**src/rtl/mac_seq_ctrl.sv**
```systemverilog
// mac_seq_ctrl: runs one tile of weight fill, kernel load, activation fill, execute and OFIFO drain
module mac_seq_ctrl #(
  parameter int row = 8,
  parameter int col = 8,
  parameter int bw = 4,
  parameter int addr_w = 11,
  parameter int len_w = 4
) (
  input  logic              clk,
  input  logic              reset,
  input  logic              start,
  input  logic [len_w-1:0]  len,
  input  logic [addr_w-1:0] w_base,
  input  logic [addr_w-1:0] x_base,
  input  logic              l0_full,
  input  logic              ofifo_valid,
  output logic              sram_rd_en,
  output logic [addr_w-1:0] sram_addr,
  output logic              l0_wr,
  output logic              l0_rd,
  output logic [1:0]        inst,
  output logic              ofifo_rd,
  output logic              busy,
  output logic              done
);
  localparam int cw = $clog2(row + 1) > len_w ? $clog2(row + 1) : len_w;
  typedef enum logic [2:0] {IDLE, WFILL, WLOAD, XFILL, XEXEC, DRAIN, DONE} state_t;
  state_t state;
  logic [cw-1:0] cnt, lim;
  logic [len_w-1:0] len_q;
  logic [addr_w-1:0] w_q, x_q;
  logic rd, last;
  if (row < 1 || col < 1 || bw < 1) begin : g_bad
    $error("mac_seq_ctrl: row, col and bw must be positive");
  end
  always_comb begin
    lim = state inside {WFILL, WLOAD} ? cw'(row) : cw'(len_q);
    rd = (state == WFILL || state == XFILL) && !l0_full && cnt < lim;
    last = rd && cnt == lim - 1'b1;
    sram_rd_en = rd;
    sram_addr = rd ? (state == WFILL ? w_q : x_q) + addr_w'(cnt) : '0;
    ofifo_rd = state == DRAIN && ofifo_valid;
  end
  always_ff @(posedge clk) begin
    if (reset) begin
      state <= IDLE;
      cnt <= '0;
      len_q <= '0;
      w_q <= '0;
      x_q <= '0;
      l0_wr <= 1'b0;
      l0_rd <= 1'b0;
      inst <= 2'b00;
      busy <= 1'b0;
      done <= 1'b0;
    end else begin
      l0_wr <= rd;
      l0_rd <= 1'b0;
      inst <= 2'b00;
      done <= 1'b0;
      case (state)
        IDLE: if (start) begin
          busy <= 1'b1;
          if (len == '0) begin
            state <= DONE;
            done <= 1'b1;
          end else begin
            state <= WFILL;
            len_q <= len;
            w_q <= w_base;
            x_q <= x_base;
            cnt <= '0;
          end
        end
        WFILL, XFILL: if (rd) begin
          cnt <= last ? '0 : cnt + 1'b1;
          if (last) state <= state == WFILL ? WLOAD : XEXEC;
        end
        WLOAD, XEXEC: if (cnt < lim) begin
          cnt <= cnt + 1'b1;
          l0_rd <= 1'b1;
          inst <= state == WLOAD ? 2'b01 : 2'b10;
        end else begin
          cnt <= '0;
          state <= state == WLOAD ? XFILL : DRAIN;
        end
        DRAIN: if (ofifo_valid) begin
          cnt <= cnt + 1'b1;
          if (cnt == lim - 1'b1) begin
            state <= DONE;
            done <= 1'b1;
          end
        end
        DONE: begin
          state <= IDLE;
          busy <= 1'b0;
        end
        default: state <= IDLE;
      endcase
    end
  end
endmodule

```
**config.mk**
```make
export PLATFORM = sky130hd
export DESIGN_NAME = mac_seq_ctrl
export DESIGN_NICKNAME = d
export VERILOG_FILES = /design/src/rtl/mac_seq_ctrl.sv
export SDC_FILE = /design/constraint.sdc
export NUM_CORES = 1
export LEC_CHECK = 0
export ABC_AREA = 1
export BUFFER_PORTS_ARGS = -buffer_cell sky130_fd_sc_hd__buf_4
export CORE_ASPECT_RATIO = 1.75
export CORE_UTILIZATION = 35
export DETAILED_ROUTE_END_ITERATION = 8
export HOLD_SLACK_MARGIN = 0.1
export PLACE_DENSITY_LB_ADDON = 0.3
export SLEW_MARGIN = 20
export SYNTH_ARGS = -nofsm -noshare
export SYNTH_HDL_FRONTEND = slang
export SYNTH_SLANG_ARGS = --single-unit
```
**constraint.sdc**
```tcl
create_clock -name clk -period 2.9 [get_ports clk]
set_input_delay 0.435 -clock clk [delete_from_list [all_inputs] [get_ports clk]]
set_output_delay 0.435 -clock clk [all_outputs]
set_load 0.005 [all_outputs]
```
# Word-level counts from Yosys, hierarchy flattened
# Cells that the tools add are included.
# totals
register_bits,39
inputBits,31
out_inout_bits,19
wordCells,79
# classes
n_addsub,3
magnitude_cmp,1
n_eq_ne,14
muxes,29
bitwise,3
reduce_logical,19
# op_table
op,count
2-to-1 mux 4 bit,7
2-to-1 mux 3 bit,9
2-to-1 mux 11 bit,2
one-hot mux 4 bit (4 select lines),1
"inequality test 2 bit, second input constant",7
one-hot mux 3 bit (4 select lines),1
adder 11 x 4 -> 11 bit,1
"equality test 3 bit, second input constant",3
"equality test 3 x 2 -> 1 bit, second input constant",2
2-to-1 mux 1 bit,6
AND reduction 6 bit,1
OR reduction 2 bit,3
AND reduction 5 bit,1
"adder 4 x 1 -> 4 bit, second input constant",1
equality test 4 bit,1
logical AND 1 bit,4
zero test 4 bit,1
< comparator 4 bit,1
one-hot mux 1 bit (2 select lines),2
nonzero test 2 bit,2
nonzero test 4 bit,1
"subtractor 4 x 1 -> 4 bit, second input constant",1
"equality test 3 x 1 -> 1 bit, second input constant",1
zero test 3 bit,1
7 further kinds,9

# Logic depth before layout (Yosys ltp)
# Gate-level depths: netlist of run 1.
# logic_depth
word_depth,9
ltp_mapped,19
depth_no_buf,19

# Worst setup path after synthesis of run 1
# Ideal clock, no wire load.
# synth_timing
kind,register -> output
from,register state[2]
to,output port sram_addr[10]
t_arrival_ns,2.452
t_required_ns,2.465
path_slack_ns,0.013
stages_incl_launch_ff,18
path_buffers,2
cell_sequence,dfxtp_1 -> inv_2 -> nand3_2 -> buf_6 -> buf_6 -> mux2_2 -> ha_1 -> inv_1 -> fa_1 -> nor2_1 -> o21a_1 -> nor2_1 -> nor2_1 -> nand2_1 -> nor2_1 -> nand2_1 -> o21ai_1 -> a21oi_1
# synth_between
elab_chain_len,6
elab_cells_between_ends,12
classes_between,1 x add/sub; 1 x order compare; 3 x eq/ne; 3 x mux; 4 x reduce/logical
# synth_lines
element,line,source
start: declaration,28,state_t state;
start signal: assignment,77,if (last) state <= state == WFILL ? WLOAD : XEXEC;
start signal: assignment,85,state <= state == WLOAD ? XFILL : DRAIN;
"parallel branches: the longest is 5 deep, another holds adder 11 x 4 -> 11 bit",n/a,
2-to-1 mux 11 bit *,41,sram_addr = rd ? (state == WFILL ? w_q : x_q) + addr_w'(cnt) : '0;
end: declaration,18,"output logic [addr_w-1:0] sram_addr,"
# Every way passes the cells marked *.

# Final worst setup path of run 1
# layout_timing
from,register state[1]
to,output port sram_addr[10]
# Same word-level chain as after synthesis.

==> impl_metrics.csv, run 1 <==
group,metric,value,unit
grt,grt_pass1_wl,10200,um
status,status,"complete, but fails checks",
pwr,leakage,1.51,nW
hold_path,whs_endpoint,"w_q[4]",
placed_design,gp_congestion,0.885,
die,die-width,62.5,um
finish,final_cell_mix,"70 x buf_4, 54 x nor2_1, 53 x nand2_1",
critical_path,worst-r2r-cell-count,21,
routing,vias,2370,
yosys,synth_area,0.00224,mm^2
critical_path,cp_max_fo,6,
yosys,synth_top_family_by_area,"simple AND/OR/NAND/NOR gates",
hold_path,whs_path_depth,3,
finish,num_antenna_cells,0,
placed_design,hpwl,4680,um
routing,routed_wl,6200,um
clock_network,root_buffer,"clkbuf_8",
critical_path,rrSetupSlack,0.39,ns
status,violations,"setup timing",
timing,setup_viol,1,
critical_path,worstSetupPathType,"reg -> out",
finish,syn2layout_area_growth,37.6,%
placed_design,dp_cells,462,
yosys,syn_inst,330,
routing,viasPerCell,4.94,
yosys,synthFlopType,"dfxtp_1",
die,initial_core_util,0.362,
yosys,synthArstFlopShare,0,
timing,drv_slew,0,
placed_design,dpl_worst_slack,0.0567,ns
grt,top_usage_layer,"met2",
clock_network,cts_tree,"yes",
clock_network,cts-hold-fix-buffers,0,
critical_path,cp.arrival,2.55,ns
routing,drt_iter0_markers,61,
timing,timing.hold.ws,0.361,ns
pwr,power.density,806,mW/mm^2
hold_path,min_from,"w_base[4]",
timing,worst_slack,-0.0846,ns
grt,met1_usage,0.188,
timing,max_freq,0.335,GHz
yosys,synth_compound_area_frac,0.168,
yosys,synth-simple-area-share,0.287,
yosys,muxShareOfSynthArea,0.0246,
timing,fin_crit,2.98,ns
yosys,synth_warnings,0,
routing,wl_per_cell,12.9,um
routing,firstDrtPassIters,4,
die,std_cell_rows,38,
critical_path,startpoint,"state[1]",
die,core,0.00618,mm^2
timing,tightest_slew,0.692,ns
timing,fin_setup_tns,-0.0846,ns
clock_network,clkSlewWorstSetupHoldPaths,0.08,ns
die,io_pins,50,
yosys,synthAdderAreaFrac,0.0648,
grt,grt_util_met2,0.375,
grt,overflow,0,
grt,grt_pass1_vias,2354,
critical_path,timing.rr.end,"cnt[1]",
routing,detail_route.drc_violations,0,
routing,antenna_left,0,
yosys,synth_nets,372,
clock_network,worstSkewPairLatency,0.29,ns
yosys,ys_seq_area_frac,0.349,
timing,max_slew_margin,0.538,
placed_design,io_buffer_count,49,
clock_network,clock_path_buffers,2,
die,die_y,108,um
yosys,syn_avg_cell_area,6.78,um^2
finish,nFillCells,648,
timing,post-route-period-util,1.03,
grt,grt_max_degree,34,
placed_design,postPlaceCellArea,0.00275,mm^2
finish,finalNonFillerCells,480,
critical_path,critPathCaptureType,"primary output",
grt,antenna_found_initial,0,
finish,fin_nets,441,
timing,rsz0062_at_grt,"yes",
grt,grt_usage,0.195,
finish,final_area,0.00308,mm^2
yosys,synth-edff-count,0,
die,dieArea,0.00673,mm^2
clock_network,clkSinkCount,39,
critical_path,r2r_start,"state[1]",
yosys,ys_seq_elements,39,
job,max_cap_violations,0,
grt,met3_usage,0.0275,
critical_path,start_kind,"register",
critical_path,cp.required,2.47,ns
clock_network,cts_buffers,5,
yosys,synth.distinct_cells,33,
clock_network,htreeDepth,2,
hold_path,worstHoldPathType,"in -> reg",
finish,final_common_cell,"buf_4",
timing,fin_worst_skew,0.00712,ns
pwr,ir_worst_vdd,0.394,mV
timing,timing_hold_violations_final,0,
yosys,synthXorXnorAreaFrac,0.0117,
finish,layout-drive-gt1-share,0.308,
[repair_timing]
action / in CTS / in global routing
pin swaps: 9 / 11
resized for setup: 12 / 25
endpoints found under the setup margin: 4 / 11
setup buffers: 4 / 7
cloned: 0 / 0
[through the flow]
stage | util | power (W)
CTS | 0.474 | 0.00238
global placement | 0.444 | 0.00186
finish | 0.498 | 0.00248
global route | 0.498 | 0.00269
detailed placement | 0.444 | 0.00187
floorplan | - | 0.00154
[cell usage after synthesis, drive strengths merged, types with 6 or more instances]
| cell | number | area, um^2 |
|---|---|---|
| a21oi | 24 | 128 |
| o21ai | 39 | 195 |
| nand3 | 18 | 105 |
| dfxtp | 39 | 781 |
| nand2 | 62 | 243 |
| ha | 10 | 125 |
| inv | 41 | 154 |
| nor3 | 6 | 30.0 |
| buf | 6 | 42.5 |
| nor2 | 61 | 244 |
[cells by family after synthesis]
family	after synthesis
XOR/XNOR	3
adder cells (fa/ha/maj)	11
AND/OR/NAND/NOR	150
flip-flops	39
buffers and inverters	51
multiplexers	5
AO/OA/AOI/OAI	71
[sequential cells by signal, summed over array words and instances, names as in the netlist]
| signal | flops |
|---|---|
| len_q | 4 |
| busy | 1 |
| state | 3 |
| l0_wr | 1 |
| inst | 2 |
| w_q | 11 |
| done | 1 |
| cnt | 4 |
| l0_rd | 1 |
| x_q | 11 |
[per-layer routing]
layer	wire length, um	vias to the layer above
met1	2380	1091
met3	163	19
met2	3410	52
li1	-	1208
met4	243	0
met5	0	-
[critical path, cell delays in order, from the launching register on]
cell	delay, ns
dfxtp_2	0.33
inv_2	0.07
nand3_4	0.10
mux2_4	0.22
ha_4	0.13
inv_2	0.03
fa_2	0.36
nor2_4	0.10
o21a_1	0.13
nor2_1	0.04
nor2_1	0.12
nand2_1	0.11
nor2_2	0.11
nand2_1	0.08
o21ai_1	0.12
a21oi_1	0.05
buf_4	0.14
[worst max path at each step]
stage / endpoint / cells after the start
after CTS: sram_addr[10] / 16
after global placement: sram_addr[10] / 16
after floorplan: sram_addr[10] / 17
after global routing: sram_addr[10] / 16
final: sram_addr[10] / 16
after detailed placement: sram_addr[10] / 16
[cell type report]
cell class | instances | area (um^2) | area share
sequential | 39 | 785 | 0.255
clock inverter | 2 | 35.0 | 0.0114
multi-input combinational | 240 | 1360 | 0.442
inverter | 41 | 156 | 0.0508
timing repair buffer | 72 | 561 | 0.182
clock buffer | 6 | 82.6 | 0.0268
tap | 80 | 100 | 0.0325
[report_power, final]
group          total, W  internal (W)  switching [W]  leakage [nW]
combinational   0.00127      0.000492       0.000774          1.13
sequential     0.000738      0.000668      0.0000702         0.321
clock          0.000477      0.000279       0.000198        0.0612
total           0.00248       0.00144        0.00104          1.51
Note: power is estimated with default switching activity, not from simulation.
==> run 2: changes to the inputs <==
--- a/config.mk
+++ b/config.mk
@@ -5,7 +5,6 @@
 export SDC_FILE = /design/constraint.sdc
 export NUM_CORES = 1
 export LEC_CHECK = 0
-export ABC_AREA = 1
 export BUFFER_PORTS_ARGS = -buffer_cell sky130_fd_sc_hd__buf_4
 export CORE_ASPECT_RATIO = 1.75
 export CORE_UTILIZATION = 35
==> impl_metrics.csv, run 2 <==
group,metric,value,unit
status,status,"complete, but fails checks",
status,violations,"setup timing",
grt,grt_max_degree,38,
placed_design,gp_congestion,0.818,
critical_path,start_kind,"register",
critical_path,worstSetupPathType,"reg -> out",
timing,tightest_slew,0.860,ns
timing,max_slew_margin,0.426,
critical_path,critPathCaptureType,"primary output",
grt,overflow,0,
critical_path,path_buf_inv,2,
clock_network,clkSinkCount,39,
yosys,synthArstFlopShare,0,
critical_path,worst-r2r-cell-count,13,
routing,drt_iter0_markers,105,
routing,firstDrtPassIters,4,
clock_network,cts_tree,"yes",
yosys,synth_common_cells,"70 x nand2_1, 39 x dfxtp_1, 35 x a21oi_1",
critical_path,slowest_stage,"or3b_4",
critical_path,r2r_start,"state[0]",
routing,detail_route.drc_violations,0,
finish,seq_area,787,um^2
routing,antenna_left,0,
die,initial_core_util,0.362,
timing,fin_worst_skew,0.00240,ns
finish,final_cell_mix,"69 x nand2_1, 69 x buf_4, 36 x dfxtp_1",
timing,worst_slack,-0.0902,ns
grt,antenna_found_initial,0,
clock_network,clkSlewWorstSetupHoldPaths,0.06,ns
yosys,synth_most_common_cell,"nand2_1",
yosys,synth.distinct_cells,43,
clock_network,clock_path_buffers,2,
grt,grt_pass1_wl,10600,um
critical_path,cp.required,2.47,ns
die,io_pins,50,
yosys,synth_area,0.00237,mm^2
clock_network,cts_buffers,5,
critical_path,path_depth,12,
yosys,synth_warnings,0,
yosys,ys_top_cells_by_area,"dfxtp_1 33%, nand2_1 11%, a21oi_1 7.4%",
die,std_cell_rows,39,
hold_path,worstHoldPathType,"in -> reg",
placed_design,io_buffer_count,49,
routing,routed_wl,6430,um
timing,post-route-period-util,1.03,
pwr,p_total,0.00280,W
routing,vias,2386,
critical_path,cp.arrival,2.56,ns
finish,syn2layout_area_growth,35.0,%
die,die-width,64.2,um
critical_path,crit_chain,"or3b_4, nand2_1, nand2_1, ha_1, a21o_1, a21o_1, a21oi_2, buf_6, nor3_2, xor2_1, nor2_1, buf_4",
routing,viasPerCell,5.27,
critical_path,startpoint,"state[2]",
pwr,leakage,1.33,nW
finish,layout-drive-gt1-share,0.283,
clock_network,worstSkewPairLatency,0.28,ns
timing,max_freq,0.334,GHz
critical_path,cp_max_fo,4,
clock_network,root_buffer,"clkbuf_16",
yosys,synth_nets,353,
pwr,ir_worst_vdd,0.451,mV
routing,wl_per_cell,14.2,um
placed_design,dpl_worst_slack,-0.00706,ns
yosys,ys_seq_elements,39,
critical_path,critPathMaxStageDelay,0.42,ns
job,max_cap_violations,0,
timing,fin_crit,2.99,ns
finish,finalNonFillerCells,453,
finish,largest_registers,"w_q (11), x_q (11)",
critical_path,rrSetupSlack,-0.02,ns
critical_path,path_delay_family,"simple AND/OR/NAND/NOR gates",
finish,nFillCells,676,
timing,timing.hold.ws,0.397,ns
die,core,0.00654,mm^2
yosys,yosys.area.top_type_share,0.329,
clock_network,htreeDepth,2,
placed_design,hpwl,4800,um
die,die_y,111,um
timing,rsz0062_at_grt,"yes",
finish,num_antenna_cells,0,
critical_path,timing.rr.end,"state[1]",
yosys,synthFlopType,"dfxtp_1",
yosys,syn_avg_cell_area,7.62,um^2
die,dieArea,0.00712,mm^2
finish,fin_nets,413,
grt,grt_pass1_vias,2302,
yosys,yosysTopAreaCell,"dfxtp_1",
timing,timing_hold_violations_final,0,
timing,setup_viol,10,
finish,multi_input_area,0.00157,mm^2
timing,drv_slew,0,
pwr,power.density,875,mW/mm^2
yosys,ys_seq_area_frac,0.329,
critical_path,critPathCapture,"sram_addr[7]",
placed_design,dp_cells,441,
grt,grt_usage,0.189,
yosys,syn_inst,311,
yosys,synth-edff-count,0,
==> run 2: cell types whose count changed in the layout (fill, tap and decap cells not counted), sizes merged, moves of 5 or more <==
cell / before / now
and3: 0 / 8
o21ai: 39 / 7
xor2: 2 / 7
nand3: 18 / 8
mux2i: 1 / 8
nand2: 62 / 70
nor2b: 0 / 11
a21oi: 24 / 35
inv: 41 / 10
nor2: 61 / 23
==> run 2: tightest hold or removal path, cell delays in order <==
cell and delay (ns):
buf_4 0.11, nand2_1 0.04, a21oi_1 0.05
==> run 2: metal layers <==
layer / global-route usage / part of all wire / up-vias
li1: - / - / 1184
met1: 0.191 / 0.37 / 1111
met2: 0.357 / 0.56 / 69
met3: 0.0340 / 0.036 / 22
met4: 0.0963 / 0.042 / 0
met5: 0 / 0 / -
==> run 2: worst min-delay path by stage <==
stage / start / depth (start not counted) / to
floorplan: x_q[10] / 2 / x_q[10]
global placement: x_q[3] / 2 / x_q[3]
detailed placement: w_q[3] / 2 / w_q[3]
CTS: x_base[7] / 3 / x_q[7]
global route: w_base[4] / 3 / w_q[4]
finish: x_base[7] / 3 / x_q[7]
==> run 2: timing repair <==
item                       in CTS  in global routing
gates cloned                    0                  1
hold endpoints to repair        0                  0
hold buffers                    0                  0
resized for setup              20                  7
setup buffers                   3                  1
pin swaps                      16                  7
setup endpoints to repair      14                 15
==> run 2: kinds of logic after synthesis <==
family | share of synthesized area
buffers and inverters | 0.0475
muxes | 0.0338
DFF | 0.329
adders and majority gates | 0.0612
and+or+nand+nor | 0.285
xor gates and xnor gates | 0.0407
AOI/OAI and AO/OA | 0.202
==> run 2: metrics by stage <==
step	utilization	TNS, ns	cell area, um^2
detailed placement	0.444	-0.00708	2900
floorplan	-	0	2390
CTS	0.484	-0.344	3160
global route	0.489	-2.51	3200
global placement	0.444	0	2900
finish	0.489	-0.473	3200
==> run 2: cell type report <==
type                       instances  share of cell area
tap                               82              0.0321
inverter                          10              0.0117
sequential                        39               0.246
clock buffer                       5              0.0391
timing repair buffer              71               0.169
clock inverter                     2              0.0117
multi-input combinational        244               0.490
==> run 2: where the power goes <==
| group | switching [W] | internal (W) | total, W | leakage [nW] |
|---|---|---|---|---|
| clock network | 0.000219 | 0.000401 | 0.000620 | 0.0759 |
| registers | 0.000100 | 0.000657 | 0.000757 | 0.320 |
| logic | 0.000783 | 0.000638 | 0.00142 | 0.937 |
